--- src/rtl/uart_tx_buffered_pkg.sv ---
// ============================================================================
// uart_tx_buffered_pkg
// ----------------------------------------------------------------------------
// Definitions shared by the buffered UART transmitter and the bootloader
// receive side, so both ends derive their bit timing from one place.
//   DEFAULT_CLK_FREQ : system clock in Hz
//   DEFAULT_BAUD     : serial line rate in bit/s
//   tx_state_t       : serialiser FSM state encoding
//   baud_div()       : clock cycles per serial bit (integer division)
// ============================================================================
package uart_tx_buffered_pkg;

    localparam int DEFAULT_CLK_FREQ = 12_000_000;
    localparam int DEFAULT_BAUD     = 9_600;

    typedef enum logic [1:0] {
        ST_IDLE  = 2'd0,
        ST_START = 2'd1,
        ST_DATA  = 2'd2,
        ST_STOP  = 2'd3
    } tx_state_t;

    // Truncating division; the small rate error this introduces is the same
    // on both ends of the link because both use this function.
    function automatic int baud_div(input int clk_freq, input int baud);
        return clk_freq / baud;
    endfunction

endpackage

--- src/rtl/uart_tx_buffered_sync_fifo.sv ---
// ============================================================================
// sync_fifo
// ----------------------------------------------------------------------------
// Single-clock show-ahead FIFO: dout presents the head entry whenever the
// FIFO is not empty, so a pop consumes the value already visible.
//   clk, rst : clock, asynchronous active-high reset
//   push     : write din (ignored while full)
//   pop      : discard head entry (ignored while empty)
//   din      : write data
//   dout     : head entry, valid while !empty
//   full     : count == DEPTH
//   empty    : count == 0
//   count    : number of stored entries, one extra bit to represent full
// ============================================================================
module sync_fifo
    import uart_tx_buffered_pkg::*;
#(
    parameter int WIDTH = 8,
    parameter int DEPTH = 16
) (
    input  logic                     clk,
    input  logic                     rst,
    input  logic                     push,
    input  logic                     pop,
    input  logic [WIDTH-1:0]         din,
    output logic [WIDTH-1:0]         dout,
    output logic                     full,
    output logic                     empty,
    output logic [$clog2(DEPTH):0]   count
);

    localparam int AW = $clog2(DEPTH);
    localparam logic [AW:0] FULL_COUNT = DEPTH[AW:0];

    logic [WIDTH-1:0] mem [DEPTH];
    logic [AW-1:0]    wr_ptr;
    logic [AW-1:0]    rd_ptr;
    logic             do_push;
    logic             do_pop;

    assign full    = (count == FULL_COUNT);
    assign empty   = (count == '0);
    assign do_push = push && !full;
    assign do_pop  = pop && !empty;
    assign dout    = mem[rd_ptr];

    // Storage carries no reset; only the pointers and count define validity.
    always_ff @(posedge clk) begin
        if (do_push) begin
            mem[wr_ptr] <= din;
        end
    end

    // DEPTH is a power of two, so the pointers wrap naturally.
    always_ff @(posedge clk or posedge rst) begin
        if (rst) begin
            wr_ptr <= '0;
            rd_ptr <= '0;
            count  <= '0;
        end else begin
            if (do_push) begin
                wr_ptr <= wr_ptr + 1'b1;
            end
            if (do_pop) begin
                rd_ptr <= rd_ptr + 1'b1;
            end
            case ({do_push, do_pop})
                2'b10:   count <= count + 1'b1;
                2'b01:   count <= count - 1'b1;
                default: count <= count;
            endcase
        end
    end

endmodule

--- src/rtl/uart_tx_buffered.sv ---
// ============================================================================
// uart_tx_buffered
// ----------------------------------------------------------------------------
// Buffered 8N1 UART transmitter, LSB first. Bytes arrive on a valid/ready
// stream, wait in a FIFO and are serialised back-to-back with no idle gap
// between frames while the FIFO has data.
//   clk      : system clock
//   rst      : asynchronous active-high reset (aborts any frame in progress)
//   tx_data  : byte to send
//   tx_valid : tx_data is valid
//   tx_ready : FIFO can accept a byte
//   uart_tx  : serial line, idle high, registered
//   busy     : FIFO non-empty or a frame in progress
// ============================================================================
module uart_tx_buffered
    import uart_tx_buffered_pkg::*;
#(
    parameter int CLK_FREQ   = DEFAULT_CLK_FREQ,
    parameter int BAUD       = DEFAULT_BAUD,
    parameter int FIFO_DEPTH = 16
) (
    input  logic       clk,
    input  logic       rst,
    input  logic [7:0] tx_data,
    input  logic       tx_valid,
    output logic       tx_ready,
    output logic       uart_tx,
    output logic       busy
);

    localparam int DIV    = baud_div(CLK_FREQ, BAUD);
    localparam int CNT_W  = (DIV > 1) ? $clog2(DIV) : 1;
    localparam int DIV_M1 = DIV - 1;
    localparam logic [CNT_W-1:0] BIT_LAST = DIV_M1[CNT_W-1:0];
    localparam int AW     = $clog2(FIFO_DEPTH);

    tx_state_t        state;
    tx_state_t        state_next;
    logic [CNT_W-1:0] bit_cnt;
    logic [CNT_W-1:0] bit_cnt_next;
    logic [2:0]       bit_idx;
    logic [2:0]       bit_idx_next;
    logic [7:0]       shift;
    logic [7:0]       shift_next;
    logic             uart_tx_next;
    logic             bit_done;

    logic             fifo_pop;
    logic             fifo_full;
    logic             fifo_empty;
    logic [7:0]       fifo_head;
    logic [AW:0]      fifo_count;

    sync_fifo #(
        .WIDTH (8),
        .DEPTH (FIFO_DEPTH)
    ) u_fifo (
        .clk   (clk),
        .rst   (rst),
        .push  (tx_valid),
        .pop   (fifo_pop),
        .din   (tx_data),
        .dout  (fifo_head),
        .full  (fifo_full),
        .empty (fifo_empty),
        .count (fifo_count)
    );

    assign tx_ready = !fifo_full;
    assign busy     = (fifo_count != '0) || (state != ST_IDLE);

    // Next-state logic. The bit counter runs down from DIV-1 in every
    // non-idle state and reloads when it reaches zero, so each bit lasts
    // exactly DIV cycles. The line level is computed from the *next* state
    // so the registered uart_tx changes on the same edge as the state.
    always_comb begin
        state_next   = state;
        bit_cnt_next = bit_cnt;
        bit_idx_next = bit_idx;
        shift_next   = shift;
        fifo_pop     = 1'b0;
        uart_tx_next = 1'b1;
        bit_done     = (bit_cnt == '0);

        if (state != ST_IDLE) begin
            bit_cnt_next = bit_done ? BIT_LAST : bit_cnt - 1'b1;
        end

        case (state)
            ST_IDLE: begin
                if (!fifo_empty) begin
                    fifo_pop     = 1'b1;
                    shift_next   = fifo_head;
                    bit_cnt_next = BIT_LAST;
                    state_next   = ST_START;
                end
            end
            ST_START: begin
                if (bit_done) begin
                    bit_idx_next = 3'd0;
                    state_next   = ST_DATA;
                end
            end
            ST_DATA: begin
                if (bit_done) begin
                    if (bit_idx == 3'd7) begin
                        state_next = ST_STOP;
                    end else begin
                        shift_next   = {1'b0, shift[7:1]};
                        bit_idx_next = bit_idx + 1'b1;
                    end
                end
            end
            ST_STOP: begin
                // Chaining straight into the next start bit keeps queued
                // bytes back-to-back on the line.
                if (bit_done) begin
                    if (!fifo_empty) begin
                        fifo_pop   = 1'b1;
                        shift_next = fifo_head;
                        state_next = ST_START;
                    end else begin
                        state_next = ST_IDLE;
                    end
                end
            end
            default: begin
                state_next = ST_IDLE;
            end
        endcase

        case (state_next)
            ST_START: uart_tx_next = 1'b0;
            ST_DATA:  uart_tx_next = shift_next[0];
            default:  uart_tx_next = 1'b1;
        endcase
    end

    always_ff @(posedge clk or posedge rst) begin
        if (rst) begin
            state   <= ST_IDLE;
            bit_cnt <= '0;
            bit_idx <= '0;
            shift   <= '0;
            uart_tx <= 1'b1;
        end else begin
            state   <= state_next;
            bit_cnt <= bit_cnt_next;
            bit_idx <= bit_idx_next;
            shift   <= shift_next;
            uart_tx <= uart_tx_next;
        end
    end

endmodule
--- config.mk ---
export PLATFORM = sky130hd
export DESIGN_NAME = uart_tx_buffered
export DESIGN_NICKNAME = d
export VERILOG_FILES = /design/src/rtl/uart_tx_buffered_pkg.sv /design/src/rtl/uart_tx_buffered_sync_fifo.sv /design/src/rtl/uart_tx_buffered.sv
export SDC_FILE = /design/constraint.sdc
export NUM_CORES = 1
export LEC_CHECK = 0
export BUFFER_PORTS_ARGS = -buffer_cell sky130_fd_sc_hd__clkbuf_2
export CAP_MARGIN = 40
export CORE_MARGIN = 10
export CORE_UTILIZATION = 67
export DETAILED_ROUTE_END_ITERATION = 16
export GPL_TIMING_DRIVEN = 0
export PLACE_DENSITY = 0.84
export SYNTH_ARGS = -nofsm -noshare
export SYNTH_HDL_FRONTEND = slang
export SYNTH_SLANG_ARGS = --single-unit
--- constraint.sdc ---
create_clock -name clk -period 8.92 [get_ports clk]
set_clock_uncertainty 0.2 [all_clocks]
set_input_delay 1.784 -clock clk [delete_from_list [all_inputs] [get_ports clk]]
set_output_delay 1.784 -clock clk [all_outputs]
set_load 0.01 [all_outputs]
== After elaboration in Yosys (flattened, before gate mapping) ==
Memories as Yosys holds them, arrays and structs flattened.
Index checks and enable logic that the tools add are counted.
Storage, ports and cells
  flip-flop bits (word level): 38
  memory bits (writable): 128
  bits of input ports: 11
  output and inout port bits: 3
  word-level logic and storage cells: 71
  memories: 1
Memories
  u_fifo.mem: words 16, width 8, rd ports 1, clocked after Yosys merged registers in 0, wr ports 1, line uart_tx_buffered_sync_fifo.sv:35  | logic [WIDTH-1:0] mem [DEPTH];
Cells by class
  $add $sub $neg: 6
  equality and inequality tests: 13
  mux-type cells: 27
  reductions and logical operators: 15
Operators with widths (count)
  $mux 11: 4
  $mux 8: 4
  $pmux 8 s3: 1
  $logic_not 11->1: 1
  $sub 11x1->11 const B: 1
  $mux 2: 5
  $pmux 5 s2: 1
  $mux 3: 3
  $add 4x1->4 const B: 2
  $eq 2x2->1 const B: 4
  $ne 2x2->1 const B: 4
  $pmux 2 s4: 1
  $reduce_and 4->1: 2
  $eq 2x1->1 const B: 3
  $pmux 3 s2: 1
  $reduce_bool 2->1: 3
  $add 5x1->5 const B: 1
  $eq 5x5->1 const B: 1
  $logic_not 5->1: 1
  $mux 1: 5
  $reduce_bool 5->1: 1
  $sub 5x1->5 const B: 1
  $pmux 1 s2: 2
  $add 3x1->3 const B: 1
  6 further kinds: 8

== Logic depth before layout (Yosys ltp) ==
  depth in word-level cells: 7
  depth in mapped cells: 14
  depth with buffers taken out: 14

== By module ==
A second synthesis with hierarchy kept.
Second synthesis, totals
  cell total of the unflattened synthesis: 504
  area total of the unflattened synthesis: 7387.1 µm²
Modules (own cells, without submodules)
  sync_fifo: times used 1, cells an instance 333, area each 5789.3 µm², sequential area each 4169.0 µm²
  uart_tx_buffered: times used 1, cells an instance 171, area each 1597.8 µm², sequential area each 626.9 µm²

== Worst setup path after synthesis ==
No wires, ideal clock.
  path kind: input to register
  from: input tx_valid
  to: register u_fifo.count[4]
  setup time: 0.125 ns
  data arrival time: 3.390 ns
  required time: 8.595 ns
  setup slack: 5.205 ns
  stages on the path: 10
  path buffers: 1
  cell sequence: and2_1 > clkbuf_1 > inv_1 > ha_1 > ha_1 > a21o_1 > a21oi_1 > xnor2_1 > nor2_1 > xor2_1
Between the ends
  word-level cells in the longest chain between the ends: 3
  elaborated cells between the ends (all ways): 5
  classes of those cells: 2 x eq/ne; 1 x mux; 2 x reduce/logical
RTL lines
  start, declared: line uart_tx_buffered.sv:25  | input logic tx_valid,
  $logic_and 1x1->1 (*): line uart_tx_buffered_sync_fifo.sv:43  | assign do_push = push && !full;
  $eq 2x1->1 or $eq 2x2->1 (tied branches): line uart_tx_buffered_sync_fifo.sv:67  | case ({do_push, do_pop})
  $pmux 5 s2 or $reduce_bool 2->1 (tied branches)
  end signal, assigned: line uart_tx_buffered_sync_fifo.sv:68  | 2'b10: count <= count + 1'b1;
  end signal, assigned: line uart_tx_buffered_sync_fifo.sv:69  | 2'b01: count <= count - 1'b1;
  end signal, assigned: line uart_tx_buffered_sync_fifo.sv:70  | default: count <= count;
  end, declared: line uart_tx_buffered_sync_fifo.sv:29  | output logic [$clog2(DEPTH):0] count
Every way passes the cells marked *; elsewhere a longest branch is shown, timed or not.
A chain may end at the register's enable or synchronous reset.

== Worst setup path in the final report ==
  from: register u_fifo.count[0]
  to: output busy
Between the ends
  word-level cells in the longest chain between the ends: 2
RTL lines
  $reduce_bool 5->1: line uart_tx_buffered.sv:70  | assign busy = (fifo_count != '0) || (state != ST_IDLE);
  $logic_or 1x1->1: line uart_tx_buffered.sv:70
  end, declared: line uart_tx_buffered.sv:28  | output logic busy
Every way passes these cells.

==> out/results.ini <==
[worst_setup_path]
path_class = flop to primary output
start_kind = flop
crit_path_max_incr_delay_ns = 0.57
cpLargestDelayFamily = simple AND/OR/NAND/NOR gates
reg2reg_from = state[0]$_DFF_PP0_
cp-startpoint = u_fifo.count[0]$_DFFE_PP0P_
r2r_cells = 14
crit_end = busy
cp_slowest_cell = or4_1
cp-end-kind = primary output
cp_num_buf_inv = 2
worstPathRequired_ns = 6.94
reg2reg_to = u_fifo.count[4]$_DFFE_PP0P_
worstPathArrival_ns = 2.23
reg2reg_slack_ns = 5.43
crit_chain = or4_1, nor2_1, and2_1, inv_1, clkbuf_2
critical_path.max_fanout = 7
worstSetupPathDepth = 5

[clocking]
cts_hold_buf = 0
cts_root_buffer = clkbuf_8
cts_tree = done
cts_made_buffers = 17
cts_sinks = 166
clock_latency_ns = 0.53
cts_setup_buffers = 0
htreeDepth = 4
clkTransAtPathRegs_ns = 0.07
post_cts_resized = 0
cts_max_path_buffers = 2

[yosys]
synth_edf_count = 128
netlist_instances = 459
netlist_area_sq_mm = 0.00726
synth.top_cells.by_area = edfxtp_1 (53%), dfrtp_1 (13%), mux4_2 (7.8%), ha_1 (3.3%), mux4_1 (2.5%)
syn_area_per_cell_sq_um = 15.8
synth_seq_cells = 166
seq_area_frac_synth_pct = 66.0
syn_nets = 490
ys.flop_type = edfxtp_1
synth_top_cell_by_area = edfxtp_1
synth_cell_types = 61
yosys_warnings = 0
ys_async_sr_fraction_pct = 22.9
synth_top_area_share_pct = 52.9

[floorplanning]
io_pins = 14
die_y_um = 124
start_util_pct = 69.4
core_area_sq_mm = 0.0105
die-area_sq_mm = 0.0154
num_rows = 37
die_x_um = 124

[detailed_routing]
via_per_inst = 6.56
antenna_left = 0
totalWireLength_um = 14800
wl_per_cell_um = 22.9
dr.pass1.iters = 5
drc = 0
num_vias = 4251
drt_iter0_drc = 519

[timing]
setup_viol = 0
tns_ns = 0
hold_slack_ns = 0.316
drv_slew = 0
period_needed_ns = 4.21
rsz0062_at_grt = false
clock.fmax_mhz = 237
hold_viol_final = 0
period_share_pct = 47.2
worst_pin_slew_ns = 0.885
relSlewSlack_pct = 40.8

[global_route]
grt_max_degree = 39
globalRouteMet3Util_pct = 6.33
antenna_found_initial = 0
grt_use_total_pct = 20.7
gr-total-overflow = 0
gr-usage-met2_pct = 33.1
grt_pass1_vias = 4331
busiest_layer = met2
grt_pass1_wl_um = 23500
use_met1_pct = 25.6

[layout]
layoutNonFillerInstCount = 648
drive_gt1_share_pct = 19.3
antenna_cells = 0
final_nets = 530
area_growth_pct = 12.6

[power]
p_leak_nw = 2.98
power.total_mw = 2.65
ir_worst_vdd_v = 0.000262
powerDensity_mw_per_mm2 = 324

[place]
gp_congestion = 0.895
port_buffers = 13
dp.cells = 613
dpl.hpwl_um = 9700

[job]
max_cap_violations = 0

[min_path]
hold_class = flop to flop

[run_status]
status = finished, final reports clean

state kept, by name, indices dropped and copies added, names as in the netlist:
register / flops
u_fifo.rd_ptr: 4
bit_cnt: 11
shift: 8
u_fifo.count: 5
bit_idx: 3
uart_tx: 1
state: 2
u_fifo.mem: 128
u_fifo.wr_ptr: 4
layout by cell type (no fill, tap or decap), types with 6 or more instances in the layout:
master / synthesis / layout
inv_1: 15 / 14
nor2b_1: 8 / 8
mux2i_1: 9 / 9
clkbuf_2: 0 / 13
a22oi_1: 6 / 6
a21oi_1: 17 / 17
nand2_1: 33 / 33
xnor2_1: 9 / 9
edfxtp_1: 128 / 128
buf_4: 0 / 7
clkbuf_1: 7 / 9
buf_2: 7 / 8
ha_1: 19 / 19
nor3_1: 7 / 7
dfrtp_1: 37 / 37
nor2_1: 30 / 30
mux4_2: 25 / 25
mux4_1: 7 / 7
clkbuf_16: 0 / 16
o21ai_0: 19 / 19
area by class of cell:
| type | instances | area (sq um) |
|---|---|---|
| clock inverter | 13 | 201 |
| sequential | 166 | 4800 |
| clock buffer | 19 | 422 |
| tap | 136 | 170 |
| multi-input combinational | 260 | 2320 |
| buffer | 18 | 91.3 |
| fill | 557 | 2280 |
| timing repair buffer | 21 | 123 |
| inverter | 15 | 56.3 |
metal layers:
metal,routed length (um),up-vias
met1,5920,2162
met3,1020,33
met4,336,0
met5,0,-
li1,-,1858
met2,7540,198
cell families after synthesis:
family / after synthesis / synth area share [%]
AOI/OAI and AO/OA: 68 / 6.05
xor gates and xnor gates: 14 / 1.69
adders and majority gates: 20 / 3.55
buffers and inverters: 33 / 2.03
DFF: 166 / 66.0
muxes: 42 / 11.7
and+or+nand+nor: 116 / 8.99
synth_stat cells (3+ instances only):
cell type and number:
edfxtp_1 128, dfrtp_1 37, nand2_1 33, nor2_1 30
mux4_2 25, ha_1 19, o21ai_0 19, a21oi_1 17
inv_1 15, mux2i_1 9, xnor2_1 9, nor2b_1 8
buf_2 7, clkbuf_1 7, mux4_1 7, nor3_1 7
a22oi_1 6, a211oi_1 5, nand2b_1 5, nand3_1 5
xor2_1 5, nand4_1 3
worst min path at each step:
stage / startpoint / endpoint / slack (ns) / cells past startpoint
6_report: shift[3]$_DFFE_PP0P_ / shift[2]$_DFFE_PP0P_ / 0.32 / 2
4_1_cts: shift[2]$_DFFE_PP0P_ / shift[1]$_DFFE_PP0P_ / 0.32 / 2
3_3_place_gp: shift[6]$_DFFE_PP0P_ / shift[6]$_DFFE_PP0P_ / 0.28 / 2
5_1_grt: shift[2]$_DFFE_PP0P_ / shift[1]$_DFFE_PP0P_ / 0.34 / 2
2_1_floorplan: shift[6]$_DFFE_PP0P_ / shift[6]$_DFFE_PP0P_ / 0.26 / 2
3_5_place_dp: shift[6]$_DFFE_PP0P_ / shift[6]$_DFFE_PP0P_ / 0.29 / 2
worst register-to-register path, delay by kind of cell (launching register included):
| kind | cells | cell delay, ns |
|---|---|---|
| AND/OR/NAND/NOR | 4 | 0.86 |
| adder cells (fa/ha/maj) | 3 | 1.01 |
| buffers and inverters | 2 | 0.18 |
| AO/OA/AOI/OAI | 3 | 0.44 |
| flip-flops | 1 | 0.42 |
| XOR/XNOR | 2 | 0.31 |
power by group:
group          switching [mW]  total, mW  internal [mW]
sequential             0.0816       1.04          0.960
clock                   0.288      0.771          0.482
combinational           0.477      0.834          0.357
total                   0.847       2.65           1.80
stage by stage:
stage / setup slack [ns] / area, sq um / utilization (%)
floorplan: 5.21 / 7260 / -
global placement: 4.76 / 7500 / 71.7
detailed placement: 4.89 / 7530 / 72.0
CTS: 4.69 / 8160 / 78.0
global route: 4.52 / 8180 / 78.2
finish: 4.71 / 8180 / 78.2
No activity file was read; power rests on OpenSTA's default activity.
